[config.mk]
export PLATFORM = sky130hd
export DESIGN_NAME = food_placer
export DESIGN_NICKNAME = d
export VERILOG_FILES = /design/src/rtl/snake_pkg.sv /design/src/rtl/body_scanner.sv /design/src/rtl/food_placer.sv
export SDC_FILE = /design/constraint.sdc
export NUM_CORES = 1
export LEC_CHECK = 0
export CAP_MARGIN = 10
export CORE_MARGIN = 2
export CORE_UTILIZATION = 45
export DETAILED_ROUTE_END_ITERATION = 10
export GPL_TIMING_DRIVEN = 1
export PLACE_DENSITY_LB_ADDON = 0.05
export SETUP_SLACK_MARGIN = 0.2
export SYNTH_ARGS = -nofsm -noshare
export SYNTH_HDL_FRONTEND = slang
export SYNTH_SLANG_ARGS = --single-unit
[constraint.sdc]
create_clock -name CLK -period 2.6 [get_ports CLK]
set_clock_uncertainty 0.05 [all_clocks]
set_input_delay 0.65 -clock CLK [delete_from_list [all_inputs] [get_ports CLK]]
set_output_delay 0.65 -clock CLK [all_outputs]
set_load 0.02 [all_outputs]
[src/rtl/snake_pkg.sv]
// snake_pkg: shared grid geometry, master-state encodings and food placer state type
package snake_pkg;
  localparam int GRID_W = 160;
  localparam int GRID_H = 120;
  localparam int X_W = 8;
  localparam int Y_W = 7;
  typedef enum logic [1:0] {
    MS_START    = 2'b00,
    MS_PLAY     = 2'b01,
    MS_PAUSE    = 2'b10,
    MS_GAMEOVER = 2'b11
  } ms_t;
  typedef enum logic [2:0] {S_IDLE, S_REQ, S_WAIT, S_SCAN, S_DRAIN, S_ARMED} fp_state_t;
endpackage

[src/rtl/body_scanner.sv]
// body_scanner: walks the snake body RAM and flags any segment equal to the candidate
//  clear          restart: address 0, latch SNAKE_LEN-1, drop hit and pending compare
//  issue          present body_addr to the RAM this cycle and advance
//  len            segment count sampled on clear
//  cand_x/cand_y  candidate food cell
//  body_x/body_y  RAM read data, one cycle after the address
//  body_addr      RAM read address
//  last           body_addr is the final segment
//  hit            a match was seen, including the data returning this cycle
module body_scanner import snake_pkg::*; #(
  parameter int LEN_W = 7
) (
  input  logic             CLK,
  input  logic             RESET,
  input  logic             clear,
  input  logic             issue,
  input  logic [LEN_W-1:0] len,
  input  logic [X_W-1:0]   cand_x,
  input  logic [Y_W-1:0]   cand_y,
  input  logic [X_W-1:0]   body_x,
  input  logic [Y_W-1:0]   body_y,
  output logic [LEN_W-2:0] body_addr,
  output logic             last,
  output logic             hit
);
  localparam int A_W = LEN_W - 1;
  logic [A_W-1:0] last_idx;
  logic pend, hit_q;
  // The compare absorbs returning data even while paused, so a freeze never loses a match.
  assign hit  = hit_q | (pend && body_x == cand_x && body_y == cand_y);
  assign last = body_addr == last_idx;
  always_ff @(posedge CLK or posedge RESET)
    if (RESET) begin
      body_addr <= '0;
      last_idx  <= '0;
      pend      <= 1'b0;
      hit_q     <= 1'b0;
    end else if (clear) begin
      body_addr <= '0;
      last_idx  <= A_W'(len - 1'b1);
      pend      <= 1'b0;
      hit_q     <= 1'b0;
    end else begin
      pend  <= issue;
      hit_q <= hit;
      if (issue && !last) body_addr <= body_addr + 1'b1;
    end
endmodule

[src/rtl/food_placer.sv]
// food_placer: places food off the snake body, detects eating and keeps the score
//  CLK, RESET          clock, asynchronous active-high reset
//  MASTER_STATE        game state: START / PLAY / PAUSE / GAMEOVER
//  TICK, HEAD_X/Y      game step strobe with the head position
//  SNAKE_LEN           live segments, sampled when a candidate arrives
//  RAND_X/Y, NEXT      random generator output and its request strobe
//  BODY_ADDR, BODY_X/Y body RAM read port (synchronous read)
//  FOOD_X/Y, FOOD_VALID accepted food cell
//  EAT, SCORE, FORCED  eat pulse, saturating score, sticky forced-accept flag
module food_placer import snake_pkg::*; #(
  parameter int MAX_LEN   = 64,
  parameter int MAX_RETRY = 15,
  parameter int SCORE_W   = 10,
  parameter int LEN_W     = $clog2(MAX_LEN + 1)
) (
  input  logic               CLK,
  input  logic               RESET,
  input  logic [1:0]         MASTER_STATE,
  input  logic               TICK,
  input  logic [X_W-1:0]     HEAD_X,
  input  logic [Y_W-1:0]     HEAD_Y,
  input  logic [LEN_W-1:0]   SNAKE_LEN,
  input  logic [X_W-1:0]     RAND_X,
  input  logic [Y_W-1:0]     RAND_Y,
  output logic               NEXT,
  output logic [LEN_W-2:0]   BODY_ADDR,
  input  logic [X_W-1:0]     BODY_X,
  input  logic [Y_W-1:0]     BODY_Y,
  output logic [X_W-1:0]     FOOD_X,
  output logic [Y_W-1:0]     FOOD_Y,
  output logic               FOOD_VALID,
  output logic               EAT,
  output logic [SCORE_W-1:0] SCORE,
  output logic               FORCED
);
  localparam int RC_W = $clog2(MAX_RETRY + 1);
  localparam logic [RC_W-1:0] RC_MAX = RC_W'(MAX_RETRY);
  fp_state_t state;
  logic [1:0] ms_q;
  logic [X_W-1:0] cand_x;
  logic [Y_W-1:0] cand_y;
  logic [RC_W-1:0] retry_cnt;
  logic start, pause, over, scan_clear, scan_issue, scan_last, scan_hit;
  assign start      = MASTER_STATE == MS_START;
  assign pause      = MASTER_STATE == MS_PAUSE;
  assign over       = MASTER_STATE == MS_GAMEOVER;
  assign scan_clear = state == S_IDLE || (state == S_WAIT && !pause);
  assign scan_issue = state == S_SCAN && !pause && !start;
  body_scanner #(.LEN_W(LEN_W)) u_scan (
    .CLK(CLK), .RESET(RESET), .clear(scan_clear), .issue(scan_issue), .len(SNAKE_LEN),
    .cand_x(cand_x), .cand_y(cand_y), .body_x(BODY_X), .body_y(BODY_Y),
    .body_addr(BODY_ADDR), .last(scan_last), .hit(scan_hit)
  );
  always_ff @(posedge CLK or posedge RESET)
    if (RESET) begin
      state      <= S_IDLE;
      ms_q       <= MS_START;
      cand_x     <= '0;
      cand_y     <= '0;
      retry_cnt  <= '0;
      NEXT       <= 1'b0;
      FOOD_X     <= '0;
      FOOD_Y     <= '0;
      FOOD_VALID <= 1'b0;
      EAT        <= 1'b0;
      SCORE      <= '0;
      FORCED     <= 1'b0;
    end else begin
      ms_q <= MASTER_STATE;
      NEXT <= 1'b0;
      EAT  <= 1'b0;
      if (start) begin
        state      <= S_IDLE;
        FOOD_VALID <= 1'b0;
        retry_cnt  <= '0;
      end else if (!pause) begin
        case (state)
          S_IDLE: begin
            FOOD_VALID <= 1'b0;
            retry_cnt  <= '0;
            if (MASTER_STATE == MS_PLAY) begin
              state <= S_REQ;
              NEXT  <= 1'b1;
              if (ms_q == MS_START) begin
                SCORE  <= '0;
                FORCED <= 1'b0;
              end
            end
          end
          // A pause landing on REQ swallows the strobe; re-issue it before moving on.
          S_REQ: if (NEXT) state <= S_WAIT; else NEXT <= 1'b1;
          S_WAIT: begin
            cand_x <= RAND_X;
            cand_y <= RAND_Y;
            state  <= SNAKE_LEN == '0 ? S_DRAIN : S_SCAN;
          end
          S_SCAN: if (scan_last) state <= S_DRAIN;
          S_DRAIN:
            if (scan_hit && retry_cnt < RC_MAX) begin
              retry_cnt <= retry_cnt + 1'b1;
              state     <= S_REQ;
              NEXT      <= 1'b1;
            end else begin
              FOOD_X     <= cand_x;
              FOOD_Y     <= cand_y;
              FOOD_VALID <= 1'b1;
              FORCED     <= FORCED | scan_hit;
              retry_cnt  <= '0;
              state      <= S_ARMED;
            end
          S_ARMED:
            if (TICK && !over && HEAD_X == FOOD_X && HEAD_Y == FOOD_Y) begin
              EAT        <= 1'b1;
              SCORE      <= SCORE == '1 ? SCORE : SCORE + 1'b1;
              FOOD_VALID <= 1'b0;
              state      <= S_REQ;
              NEXT       <= 1'b1;
            end
          default: state <= S_IDLE;
        endcase
      end
    end
endmodule

## Word level (Yosys, flattened, before mapping)

Index checks and enable logic that the tools add are counted.

- Register bits: 67
- Input bits: 57
- Output and inout bits: 35
- Word-level logic and storage cells: 123

- Add/sub/neg operators: 4
- Order comparisons: 1
- Equality and inequality tests: 25
- Mux-type cells: 41
- Bitwise gates (word level): 5
- Reduce and logical (&&, ||, !) cells: 31

Operators with widths:

| operator | number |
|---|---|
| 10-bit two-way mux | 4 |
| 3-bit two-way mux | 8 |
| 10-bit one-hot mux with 2 select lines | 1 |
| 1-bit two-way mux | 18 |
| 3-bit one-hot mux with 6 select lines | 1 |
| 8-bit equality test | 2 |
| 7-bit equality test | 2 |
| 4-bit two-way mux | 3 |
| 6-bit two-way mux | 2 |
| 10-bit by 1-bit adder with 10-bit output (second input constant) | 1 |
| 10-bit equality test (second input constant) | 1 |
| 1-bit logical AND | 10 |
| 3-bit inequality test (second input constant) | 3 |
| 2-bit inequality test (second input constant) | 4 |
| 4-bit one-hot mux with 2 select lines | 1 |
| 4-bit AND reduction | 2 |
| 7-bit logical NOT | 1 |
| 7-bit AND reduction | 1 |
| 6-bit by 1-bit adder with 6-bit output (second input constant) | 1 |
| 3-bit by 2-bit equality test with 1-bit output (second input constant) | 2 |
| 3-bit equality test (second input constant) | 2 |
| 6-bit equality test | 1 |
| 3-bit by 2-bit inequality test with 1-bit output (second input constant) | 2 |
| 6-bit AND reduction | 1 |
| other kinds (22) | 33 |

## Logic depth before layout (Yosys ltp)

- Word-level depth: 9
- Gate-level depth with buffers: 7
- Depth with buffers taken out: 6

## By module

From an unflattened synthesis, not the netlist that was laid out.

- Cells, all modules: 366
- Area total of the unflattened synthesis: 3816.2 µm²

Modules (own cells, without submodules):

| module | instances | cells an instance | area an instance (µm²) | sequential area each (µm²) |
|---|---|---|---|---|
| food_placer | 1 | 264 | 2849.0 | 1326.3 |
| body_scanner | 1 | 102 | 967.2 | 350.3 |

## Worst setup path before layout

OpenSTA, ideal clock, no wires.

- Kind: input to register
- Start: in HEAD_X[3]
- End: reg SCORE[0]
- Setup time: 128 ps
- Arrival: 2320 ps
- Data required time: 2422 ps
- Path slack: 102 ps
- Cell stages on the path: 7
- Path buffers: 1
- Path through: xnor2_1 -> nand4_1 -> or4_1 -> buf_2 -> or3_4 -> and2_1 -> mux2_1

- Word-level cells in the longest chain between the ends: 5

Ends and longest elaborated chain:

| what | RTL line | RTL |
|---|---|---|
| start, declared | food_placer.sv:20 | `input logic [X_W-1:0] HEAD_X,` |
| 8-bit equality test | food_placer.sv:112 | `if (TICK && !over && HEAD_X == FOOD_X && HEAD_Y == FOOD_Y) begin` |
| 1-bit logical AND (2 in a row) | food_placer.sv:112 |  |
| 2-bit inequality test (no line) | n/a |  |
| 7-bit AND reduction (no line) | n/a |  |
| end signal, assigned | food_placer.sv:114 | `SCORE <= SCORE == '1 ? SCORE : SCORE + 1'b1;` |
| end, declared | food_placer.sv:33 | `output logic [SCORE_W-1:0] SCORE,` |

No other way between the ends.
A chain may end at the register's enable or synchronous reset.

## Worst setup path in the final report

- Start: in HEAD_Y[1]
- End: reg SCORE[0]

- Word-level cells in the longest chain between the ends: 4

Ends and longest elaborated chain:

| what | RTL line | RTL |
|---|---|---|
| start, declared | food_placer.sv:21 | `input logic [Y_W-1:0] HEAD_Y,` |
| 7-bit equality test | food_placer.sv:112 |  |
| 1-bit logical AND | food_placer.sv:112 |  |
| 2-bit inequality test (no line) | n/a |  |
| 7-bit AND reduction (no line) | n/a |  |

No other way between the ends.

==> results.txt <==
Fin crit share = 89.5%
Flops & latches, synth = 67
Antenna violations before repair = 0
RSZ-0062 raised after global routing = no
Hold Crit Class = in -> reg
Wire length on met2 = 4.11 mm
Core box area = 7650 µm²
DR iter-0 viols = 134
Number of H-tree levels = 3
Vias = 2,828
Area delta synth->final = 44.5%
Pleak = 2.26 nW
Boundary Pins = 92
Starting Density = 45.8%
Setup crit end kind = flop
Synth area leader = dfrtp_1
Reg-to-reg critical path endpoint = SCORE[0]
Synth Flop Type = dfrtp_1
CTS Sinks = 67
CTS buffer count = 9
Setup TNS = 0 ns
Die Wd = 92.2 µm
Worst R2R Start = FOOD_X[0]
Post-Synthesis Cells = 321
Worst setup SP type = primary input
Site Rows = 32
CP arrival = 2.50 ns
Worst path slowest cell = or4_4
Max transition margin = 60.6%
Routed WL = 8.15 mm
Async S/R FF share, synth = 100%
Antenna-violating nets left = 0
Hold Vio Cnt, Final = 0
Ant diodes = 0
End of the critical path = SCORE[0]
Die area = 8500 µm²
Port buffer count = 91
Area post-placement = 4740 µm²
Status = complete, no violations
Post-Route M1 WL = 3.60 mm
Gpl congestion = 0.852
Crit Path Class = in -> reg
GRT overflow = 0
Syn_area_per_cell = 10.9 µm²
Largest net degree at the start of global routing = 68
Global-route wire length before repair = 13.4 mm
Met3 routed WL = 315 µm
Fmax = 430 MHz
Max-cap viol count = 0
Fill count = 653
Top cells by count, synth = 67 x dfrtp_1, 37 x xnor2_1, 31 x mux2_2, 25 x nor2_1, 19 x nand2_1
CTS tree = built
Pwr Density = 820 nW/µm²
Drt pass-1 iters = 4
VDD IR-drop max = 467 µV
Most common cell in the synthesized netlist = dfrtp_1
Uppermost layer routed = met4
Layout cell share with drive strength beyond 1 = 24.3%
Clock slew at reported path FFs = 0.08 ns
Hold slack = 0.447 ns
Sequential area share after synthesis = 47.9%
Yosys cell types = 51
Clk root buf = clkbuf_8
Slowest stage delay, CP = 0.48 ns
Die height = 92.2 µm
Req. time, crit path = 2.78 ns
Yosys warns = 0
Synthesized area = 3500 µm²
Top post-synthesis cells by area = dfrtp_1 48%, mux2_2 10%, xnor2_1 9.3%, xor2_1 2.8%, nor2_1 2.7%
Remaining DRCs = 0
DP HPWL = 5.87 mm
Crit-path cells = dlygate4sd2_1 -> xnor2_1 -> nand4_1 -> or4_4 -> or3_4 -> and2_4 -> mux2_4
Design Area, Final = 5060 µm²
Vias per cell = 5.17
Overall Power = 4.15 mW
Post-synth net total = 383
R2R depth = 6
Clk Latency, worst-skew pair = 0.34 ns
GRT Total Usage = 20.4%
Critical path peak fanout = 5
Vias in the first global route = 2,789
Final Max Tran Viols = 0
Final net count = 503
Worst setup path startpoint = HEAD_Y[1]
Average wire per standard cell = 14.9 µm
Number of synthesized flops with an enable pin = 0
Reg-to-reg slack, setup = 0.31 ns
Synth top area share = 47.9%
Final setup viols = 0
Least-Margin Pin Slew = 0.589 ns
Worst-case clock buffer depth = 2
Fin crit period = 2.33 ns
Hold_buf cts = 0
-- state kept, by name (all words and copies together) (netlist names) --
name              flops
retry_cnt             4
cand_y                7
SCORE                10
EAT                   1
u_scan.pend           1
cand_x                8
FORCED                1
u_scan.body_addr      6
state                 3
NEXT                  1
u_scan.last_idx       6
u_scan.hit_q          1
ms_q                  2
FOOD_VALID            1
FOOD_X                8
FOOD_Y                7
-- cell type report --
class,instances,area [µm²],area share (%)
Clock buffer,12,155,3.07
Multi-Input combinational cell,237,1900,37.7
Inverter,7,26.3,0.520
Timing Repair Buffer,119,1140,22.6
Tap cell,102,128,2.52
Sequential cell,67,1680,33.2
Clock inverter,3,23.8,0.470
-- stage by stage --
step	worst slack, ns	std cells	util [%]
2_1_floorplan	0.130	321	-
3_3_place_gp	-0.463	528	62.0
3_5_place_dp	-0.495	528	62.0
4_1_cts	0.182	547	65.6
5_1_grt	0.182	547	66.1
6_report	0.274	547	66.1
-- logic make-up after synthesis --
family,share of synthesized area (%)
DFF,47.9
AOI/OAI and AO/OA,7.86
muxes,11.2
adders and majority gates,1.79
xor gates and xnor gates,12.5
and+or+nand+nor,16.9
buffers and inverters,1.89
-- power by group --
group          switching, mW  internal (mW)  leakage [nW]
combinational          0.756          0.932          1.31
sequential             0.315           1.36         0.871
clock                  0.386          0.395        0.0847
total                   1.46           2.69          2.26
-- critical path: cells and delay by family --
family,cells,cell delay (ns)
buffers and inverters,1,0.24
XOR/XNOR,1,0.15
AND/OR/NAND/NOR,4,1.18
multiplexers,1,0.28
-- what timing repair did --
item	CTS	global route
setup buffers	3	0
setup endpoints to repair	30	23
pin swaps	26	13
hold endpoints to repair	0	0
gates cloned	1	0
resized for setup	65	17
-- cells in the final DEF, fill, tap and decap left out, types with 5 or more instances in the layout --
cell type        synthesis  final
a21oi_1                  7      7
a31oi_1                  5      5
buf_4                    0     22
clkbuf_8                 0     11
clkdlybuf4s15_1          0      8
clkdlybuf4s50_1          0     58
dfrtp_1                 67     67
dlygate4sd2_1            0     14
ha_1                     5      5
inv_1                    7      6
mux2_2                  31     30
nand2_1                 19     19
nand3_1                 10     10
nand4_1                 12     12
nor2_1                  25     24
o21ai_0                 11     11
xnor2_1                 37     29
xnor2_2                  1      9
xor2_1                  11     11
-- worst min-delay path by stage --
| stage | from | depth (start not counted) | end | slack, ns |
|---|---|---|---|---|
| after global routing | MASTER_STATE[1] | 1 | ms_q[1] | 0.43 |
| after global placement | u_scan.last_idx[0] | 2 | u_scan.last_idx[0] | 0.44 |
| after CTS | MASTER_STATE[1] | 1 | ms_q[1] | 0.43 |
| after floorplan | u_scan.last_idx[0] | 2 | u_scan.last_idx[0] | 0.42 |
| after detailed placement | u_scan.last_idx[1] | 2 | u_scan.last_idx[1] | 0.45 |
| final | MASTER_STATE[1] | 1 | ms_q[1] | 0.45 |
-- metal layers --
layer | track usage, % | up-vias
met5 | 0 | -
met4 | 9.20 | 0
met3 | 3.29 | 9
met2 | 33.4 | 65
met1 | 26.9 | 1380
li1 | - | 1374
(Power assumes the default switching activity.)
